## src/rtl/bg_tile_fetcher.sv

```systemverilog
// Background tile fetcher: reads a tile-map entry, then the low/high bitplane
// bytes for one pixel row, and hands them to the pixel pipe via valid/ready.
module bg_tile_fetcher #(
    parameter int ADDR_W   = 13,
    parameter int DATA_W   = 8,
    parameter int READ_LAT = 1,
    parameter int MAP_COLS = 32
) (
    input  logic              clock,
    input  logic              reset_n,
    input  logic              start,
    input  logic              map_sel,
    input  logic              signed_mode,
    input  logic [4:0]        tile_x,
    input  logic [4:0]        tile_y,
    input  logic [2:0]        fine_y,
    input  logic              x_flip,
    input  logic              y_flip,
    output logic              vram_rd_en,
    output logic [ADDR_W-1:0] vram_addr,
    input  logic [DATA_W-1:0] vram_rd_data,
    output logic              busy,
    output logic              out_valid,
    input  logic              out_ready,
    output logic [7:0]        plane_lo,
    output logic [7:0]        plane_hi,
    output logic [DATA_W-1:0] tile_idx
);

    typedef enum logic [2:0] {
        IDLE, MAP_RD, MAP_WAIT, LO_RD, LO_WAIT, HI_RD, HI_WAIT, DONE
    } state_t;

    typedef struct packed {
        logic       map_sel;
        logic       signed_mode;
        logic [4:0] tx;
        logic [4:0] ty;
        logic [2:0] fy;
        logic       xf;
        logic       yf;
    } req_t;

    localparam logic [2:0] LAT_M1 = 3'(READ_LAT - 1);

    state_t            state_q, state_d;
    req_t              req_q, req_d;
    logic [2:0]        cnt_q, cnt_d;
    logic [7:0]        lo_q, lo_d, hi_q, hi_d;
    logic [DATA_W-1:0] idx_q, idx_d;

    logic [ADDR_W-1:0] map_base, map_addr;
    logic [ADDR_W-1:0] idx_sext, idx_zext, idx_ext, tile_base, tile_addr;
    logic [2:0]        row;
    logic [7:0]        rd8, rd_flip;

    function automatic logic [7:0] rev8(input logic [7:0] b);
        logic [7:0] r;
        for (int i = 0; i < 8; i++) r[i] = b[7-i];
        return r;
    endfunction

    assign map_base = req_q.map_sel ? ADDR_W'(32'h1C00) : ADDR_W'(32'h1800);
    assign map_addr = map_base + ADDR_W'(req_q.ty) * ADDR_W'(MAP_COLS) + ADDR_W'(req_q.tx);

    // Address arithmetic is done modulo 2^ADDR_W, which matches computing
    // wider and truncating, so signed indices wrap naturally.
    assign row       = req_q.yf ? (3'd7 - req_q.fy) : req_q.fy;
    assign idx_sext  = ADDR_W'($signed(idx_q));
    assign idx_zext  = ADDR_W'(idx_q);
    assign idx_ext   = req_q.signed_mode ? idx_sext : idx_zext;
    assign tile_base = req_q.signed_mode ? ADDR_W'(32'h1000) : '0;
    assign tile_addr = tile_base + (idx_ext << 4) + ADDR_W'({row, 1'b0});

    assign rd8     = 8'(vram_rd_data);
    assign rd_flip = req_q.xf ? rev8(rd8) : rd8;

    always_ff @(posedge clock or negedge reset_n) begin
        if (!reset_n) begin
            state_q <= IDLE;
            req_q   <= '0;
            cnt_q   <= '0;
            lo_q    <= '0;
            hi_q    <= '0;
            idx_q   <= '0;
        end else begin
            state_q <= state_d;
            req_q   <= req_d;
            cnt_q   <= cnt_d;
            lo_q    <= lo_d;
            hi_q    <= hi_d;
            idx_q   <= idx_d;
        end
    end

    always_comb begin
        state_d    = state_q;
        req_d      = req_q;
        cnt_d      = cnt_q;
        lo_d       = lo_q;
        hi_d       = hi_q;
        idx_d      = idx_q;
        vram_rd_en = 1'b0;
        vram_addr  = '0;
        unique case (state_q)
            IDLE: begin
                if (start) begin
                    req_d.map_sel     = map_sel;
                    req_d.signed_mode = signed_mode;
                    req_d.tx          = tile_x;
                    req_d.ty          = tile_y;
                    req_d.fy          = fine_y;
                    req_d.xf          = x_flip;
                    req_d.yf          = y_flip;
                    state_d           = MAP_RD;
                end
            end
            MAP_RD: begin
                vram_rd_en = 1'b1;
                vram_addr  = map_addr;
                cnt_d      = LAT_M1;
                state_d    = MAP_WAIT;
            end
            MAP_WAIT: begin
                if (cnt_q == 3'd0) begin
                    idx_d   = vram_rd_data;
                    state_d = LO_RD;
                end else begin
                    cnt_d = cnt_q - 3'd1;
                end
            end
            LO_RD: begin
                vram_rd_en = 1'b1;
                vram_addr  = tile_addr;
                cnt_d      = LAT_M1;
                state_d    = LO_WAIT;
            end
            LO_WAIT: begin
                if (cnt_q == 3'd0) begin
                    lo_d    = rd_flip;
                    state_d = HI_RD;
                end else begin
                    cnt_d = cnt_q - 3'd1;
                end
            end
            HI_RD: begin
                vram_rd_en = 1'b1;
                vram_addr  = tile_addr + ADDR_W'(1);
                cnt_d      = LAT_M1;
                state_d    = HI_WAIT;
            end
            HI_WAIT: begin
                if (cnt_q == 3'd0) begin
                    hi_d    = rd_flip;
                    state_d = DONE;
                end else begin
                    cnt_d = cnt_q - 3'd1;
                end
            end
            DONE: begin
                if (out_ready) state_d = IDLE;
            end
            default: state_d = IDLE;
        endcase
    end

    assign busy      = (state_q != IDLE);
    assign out_valid = (state_q == DONE);
    assign plane_lo  = lo_q;
    assign plane_hi  = hi_q;
    assign tile_idx  = idx_q;

endmodule

```

## config.mk

```make
export PLATFORM = sky130hd
export DESIGN_NAME = bg_tile_fetcher
export DESIGN_NICKNAME = d
export VERILOG_FILES = /design/src/rtl/bg_tile_fetcher.sv
export SDC_FILE = /design/constraint.sdc
export NUM_CORES = 1
export LEC_CHECK = 0
export ABC_AREA = 1
export CAP_MARGIN = 5
export CORE_MARGIN = 2
export CORE_UTILIZATION = 48
export DETAILED_ROUTE_END_ITERATION = 8
export GPL_ROUTABILITY_DRIVEN = 0
export PLACE_DENSITY = 0.8
export SLEW_MARGIN = 20
export SYNTH_ARGS = -nofsm -noshare
export SYNTH_HDL_FRONTEND = slang
export SYNTH_SLANG_ARGS = --single-unit
```

## constraint.sdc

```tcl
create_clock -name clock -period 1.8 [get_ports clock]
set_input_delay 0.36 -clock clock [delete_from_list [all_inputs] [get_ports clock]]
set_output_delay 0.36 -clock clock [all_outputs]
set_load 0.01 [all_outputs]
```

# --- Word level (Yosys, flattened, before mapping) ---
# Index checks and enable logic that the tools add are counted.
totals:
  reg_bits: 47
  out_inout_bits: 40
  wordCells: 59
op_classes:
  eq_ne: 13
  n_addsub: 7
  n_reduce_logical: 12
  mux: 15
ops:
  columns: ["op", "n"]
  rows:
  - ["one-hot mux 13 bit (3 select lines)", 1]
  - ["one-hot mux 3 bit (8 select lines)", 1]
  - ["2-to-1 mux 3 bit", 7]
  - ["adder 12 x 11 -> 13 bit", 1]
  - ["adder 13 x 1 -> 13 bit, second input constant", 1]
  - ["adder 13 bit", 1]
  - ["adder 13 x 4 -> 13 bit", 1]
  - ["adder 13 x 5 -> 13 bit", 1]
  - ["2-to-1 mux 13 bit", 1]
  - ["equality test 3 bit, second input constant", 4]
  - ["2-to-1 mux 11 bit", 1]
  - ["inequality test 2 bit, second input constant", 5]
  - ["AND reduction 2 bit", 5]
  - ["2-to-1 mux 9 bit", 1]
  - ["2-to-1 mux 8 bit", 1]
  - ["equality test 3 x 2 -> 1 bit, second input constant", 2]
  - ["zero test 3 bit", 2]
  - ["one-hot mux 3 bit (2 select lines)", 1]
  - ["OR reduction 3 bit", 2]
  - ["AND reduction 5 bit", 1]
  - ["equality test 3 x 1 -> 1 bit, second input constant", 1]
  - ["nonzero test 3 bit", 1]
  - ["subtractor 3 x 1 -> 3 bit, second input constant", 1]
  - ["subtractor 3 bit, first input constant", 1]
  - ["other kinds (3)", 3]

# --- Longest topological paths before layout ---
depth:
  word_depth: 5
  ltp_mapped: 9
  ltp_nobuf: 7

# --- Worst setup path after synthesis ---
# No wires, ideal clock.
synth_timing:
  path_type: "reg2out"
  start: "reg state_q[1]"
  end: "out vram_addr[11]"
  stages_incl_launch_ff: 5
  slack_ps: 285
  required_ps: 1440
  arrival_ps: 1155
  path_cell_list: "dfrtp_1 > buf_6 > a21oi_4 > inv_2 > o21ai_0"
synth_via:
  elab_chain_cells: 2
  elab_cells_between_ends: 4
  cone_classes: "3 x eq/ne; 1 x mux"
synth_lines:
  columns: ["element", "line_no", "text"]
  rows:
  - ["start, declared", "46", "state_t state_q, state_d;"]
  - ["start signal, assigned", "87", "state_q <= state_d;"]
  - ["equality test 3 bit (tied with other cells)", "105", "unique case (state_q)"]
  - ["one-hot mux 13 bit (3 select lines) *", "105", null]
  - ["end, declared", "20", "output logic [ADDR_W-1:0] vram_addr,"]
# Mark *: on every way between the ends. The rest lies on a longest branch, timed or not.

# --- Final worst setup path ---
layout_timing:
  start: "reg state_q[2]"
  end: "out vram_addr[7]"
# Same word-level chain as after synthesis.

==> impl_metrics.env <==
export IMPL_grt_usage_pct=26.8
export IMPL_cts_tree="built"
export IMPL_fp_dieH_um=75.2
export IMPL_cp_end_kind="output port"
export IMPL_grt_overflow_total=0
export IMPL_cp_arrival_ps=1590
export IMPL_grt_pass1_wl_um=11300
export IMPL_clkTransAtPathRegs_ps=90
export IMPL_post_route_period_util_pct=108
export IMPL_max_slew_margin_pct=61.2
export IMPL_layout_setup_ws_ps=-149
export IMPL_fin_area_um2=3570
export IMPL_cts_root_buf="clkbuf_8"
export IMPL_drtPass1Iterations=4
export IMPL_hold_violations=0
export IMPL_nFillCells=360
export IMPL_core_area_um2=4820
export IMPL_vias=2452
export IMPL_clock_path_buffers=2
export IMPL_p_leak_nw=1.74
export IMPL_synthCells=287
export IMPL_antenna_found_initial=0
export IMPL_reg2reg_depth=13
export IMPL_hpwl_um=4450
export IMPL_worst_setup_path_start_kind="register"
export IMPL_fp_dieW_um=75.2
export IMPL_drt_wirelength_per_cell_um=15.8
export IMPL_syn_nets=318
export IMPL_synth_cell_area_um2=2430
export IMPL_grt_pass1_vias=2374
export IMPL_area_growth_pct=46.7
export IMPL_avgViaCountPerCell=5.33
export IMPL_maxCapViolations=0
export IMPL_synth_seq_area_share_pct=48.3
export IMPL_yosys_warnings=0
export IMPL_drtAntennaViolNets=0
export IMPL_worst_pin_slew_ps=583
export IMPL_cts_sinks=47
export IMPL_timing_rr_end="cnt_q[2]"
export IMPL_grt_max_degree=48
export IMPL_insertedDiodeCount=0
export IMPL_hold_path_class="primary input to asynchronous set/reset pin"
export IMPL_worstReg2RegStart="state_q[2]"
export IMPL_outcome="finished with violations"
export IMPL_drt_iter0_drc=217
export IMPL_cts_hold_buf=0
export IMPL_drive_gt1_share_pct=26.7
export IMPL_initial_core_util_pct=50.5
export IMPL_clock_latency_ps=300
export IMPL_num_rows=25
export IMPL_fin_skew_ps=9.87
export IMPL_die_area_um2=5660
export IMPL_synth_distinct_cells=28
export IMPL_regToRegSetupSlack_ps=-110
export IMPL_syn_area_per_cell_um2=8.48
export IMPL_startpoint="state_q[2]"
export IMPL_report_final_slew_viol_count=0
export IMPL_placed_cell_area_um2=3220
export IMPL_drc=0
export IMPL_period_needed_ps=1950
export IMPL_vdd_drop_max_v=0.000893
export IMPL_violations="setup timing"
export IMPL_ios=69
export IMPL_crit_fanout=4
export IMPL_setup_viol=13
export IMPL_total_power_w=0.00687
export IMPL_rsz0062_at_grt="yes"
export IMPL_synth_seq_cells=47
export IMPL_critical_path_class="register to output port"
export IMPL_io_buffers=68
export IMPL_cts_buffers=5
export IMPL_route_final_wire_length_um=7260
export IMPL_fmax_ghz=0.513
export IMPL_nets=423
export IMPL_power_density_nw_per_um2=1920
export IMPL_crit_required_ps=1440
export IMPL_htreeDepth=2
export IMPL_pre_cts_slack_ps=-178
## flip-flops by register name (all words and copies together) (netlist names)
name	cells
plane_lo	8
tile_idx	8
plane_hi	8
state_q	3
req_q	17
cnt_q	3
## metrics by stage
step	setup TNS [ps]	util [%]	std cells	hold slack, ps
after CTS	-482	72.3	456	167
final	-1110	74.1	460	144
after global routing	-1760	74.1	460	203
after floorplan	0	-	287	64.4
after detailed placement	-1470	66.9	425	479
after global placement	-1070	66.9	425	473
## placed cells by master, fill, tap and decap left out, types with 2 or more instances in the layout
cell	count
buf_2	13
nor2_4	5
buf_6	14
nor2_1	3
nand2_2	3
clkdlybuf4s50_1	51
dfrtp_1	45
nand3_2	8
o21ai_2	10
nand3_4	5
nand4_1	3
clkbuf_8	5
o21ai_1	20
nand2_1	86
ha_1	2
inv_1	29
nand2_4	2
nand3_1	16
xnor2_1	3
dfrtp_2	2
inv_2	3
buf_4	27
o21ai_0	25
## what timing repair did
item                                    4_1_cts  5_1_grt
pin swaps                                     8        7
resized for setup                            76       19
gates cloned                                  1        1
endpoints found under the setup margin       16       32
setup buffers                                22        3
## critical path: stages, from the launching register on
cell     delay (ps)
dfrtp_2         440
buf_6           130
a21oi_4         160
buf_6           140
buf_6           120
nand3_2          70
nand2_1          80
buf_2           130
## how the worst max path moves through the flow
| stage | endpoint | slack, ps | cells after the start |
|---|---|---|---|
| 6_report | vram_addr[7] | -150 | 7 |
| 2_1_floorplan | vram_addr[11] | 280 | 4 |
| 3_5_place_dp | vram_addr[1] | -180 | 5 |
| 3_3_place_gp | vram_addr[8] | -100 | 5 |
| 4_1_cts | vram_addr[1] | -80 | 7 |
| 5_1_grt | vram_addr[7] | -180 | 7 |
## cells by family (layout without fill, tap and decap cells)
kind of cell / Yosys count / count (layout) / synth area share [%]
simple gates: 131 / 133 / 26.8
compound gates: 57 / 57 / 13.5
flops: 47 / 47 / 48.3
buf+inv: 46 / 150 / 8.95
xor+xnor: 4 / 4 / 1.44
fa+ha+maj: 2 / 2 / 1.03
## Yosys cell counts
master    instances  area share [%]
a21oi_4           1            0.67
buf_1             1            0.15
buf_2             5             1.0
buf_4             1            0.31
buf_6             4             1.9
clkbuf_1          1            0.15
dfrtp_1          47              48
ha_1              2             1.0
inv_1            29             4.5
inv_2             4            0.62
inv_6             1            0.36
nand2_1          88              14
nand2_2           2            0.51
nand2_4           1            0.46
nand3_1          23             4.7
nand3_2           1            0.41
nand3_4           4             2.9
nand3b_1          1            0.31
nand4_1           3            0.77
nor2_1            3            0.46
nor2_4            4             1.9
nor2_8            1            0.82
o21ai_0          26             5.3
o21ai_1          21             4.3
o21ai_2           8             2.9
o22ai_1           1            0.26
xnor2_1           3             1.1
xor2_1            1            0.36
## report_power, final
group          total [W]  leakage [nW]  internal, W  switching, W
logic            0.00425          1.12      0.00201       0.00224
registers        0.00199         0.577      0.00157      0.000415
clock network   0.000635        0.0412     0.000272      0.000363
total            0.00687          1.74      0.00385       0.00301
## final cells by class
class / instances / area, µm² / area share [%]
repair buffers: 108 / 966 / 27.1
well taps: 67 / 83.8 / 2.35
clock buffers: 6 / 72.6 / 2.03
multi-input cells: 196 / 1120 / 31.4
inverters: 34 / 135 / 3.79
flip-flops and latches: 47 / 1180 / 33.0
clock inverters: 2 / 12.5 / 0.351
## layer usage
layer	wire length (µm)	global-route usage (%)
met1	2830	33.4
met4	305	12.3
met2	3670	45.7
met5	0	0
met3	448	4.15
Note: power is estimated with default switching activity, not from simulation.
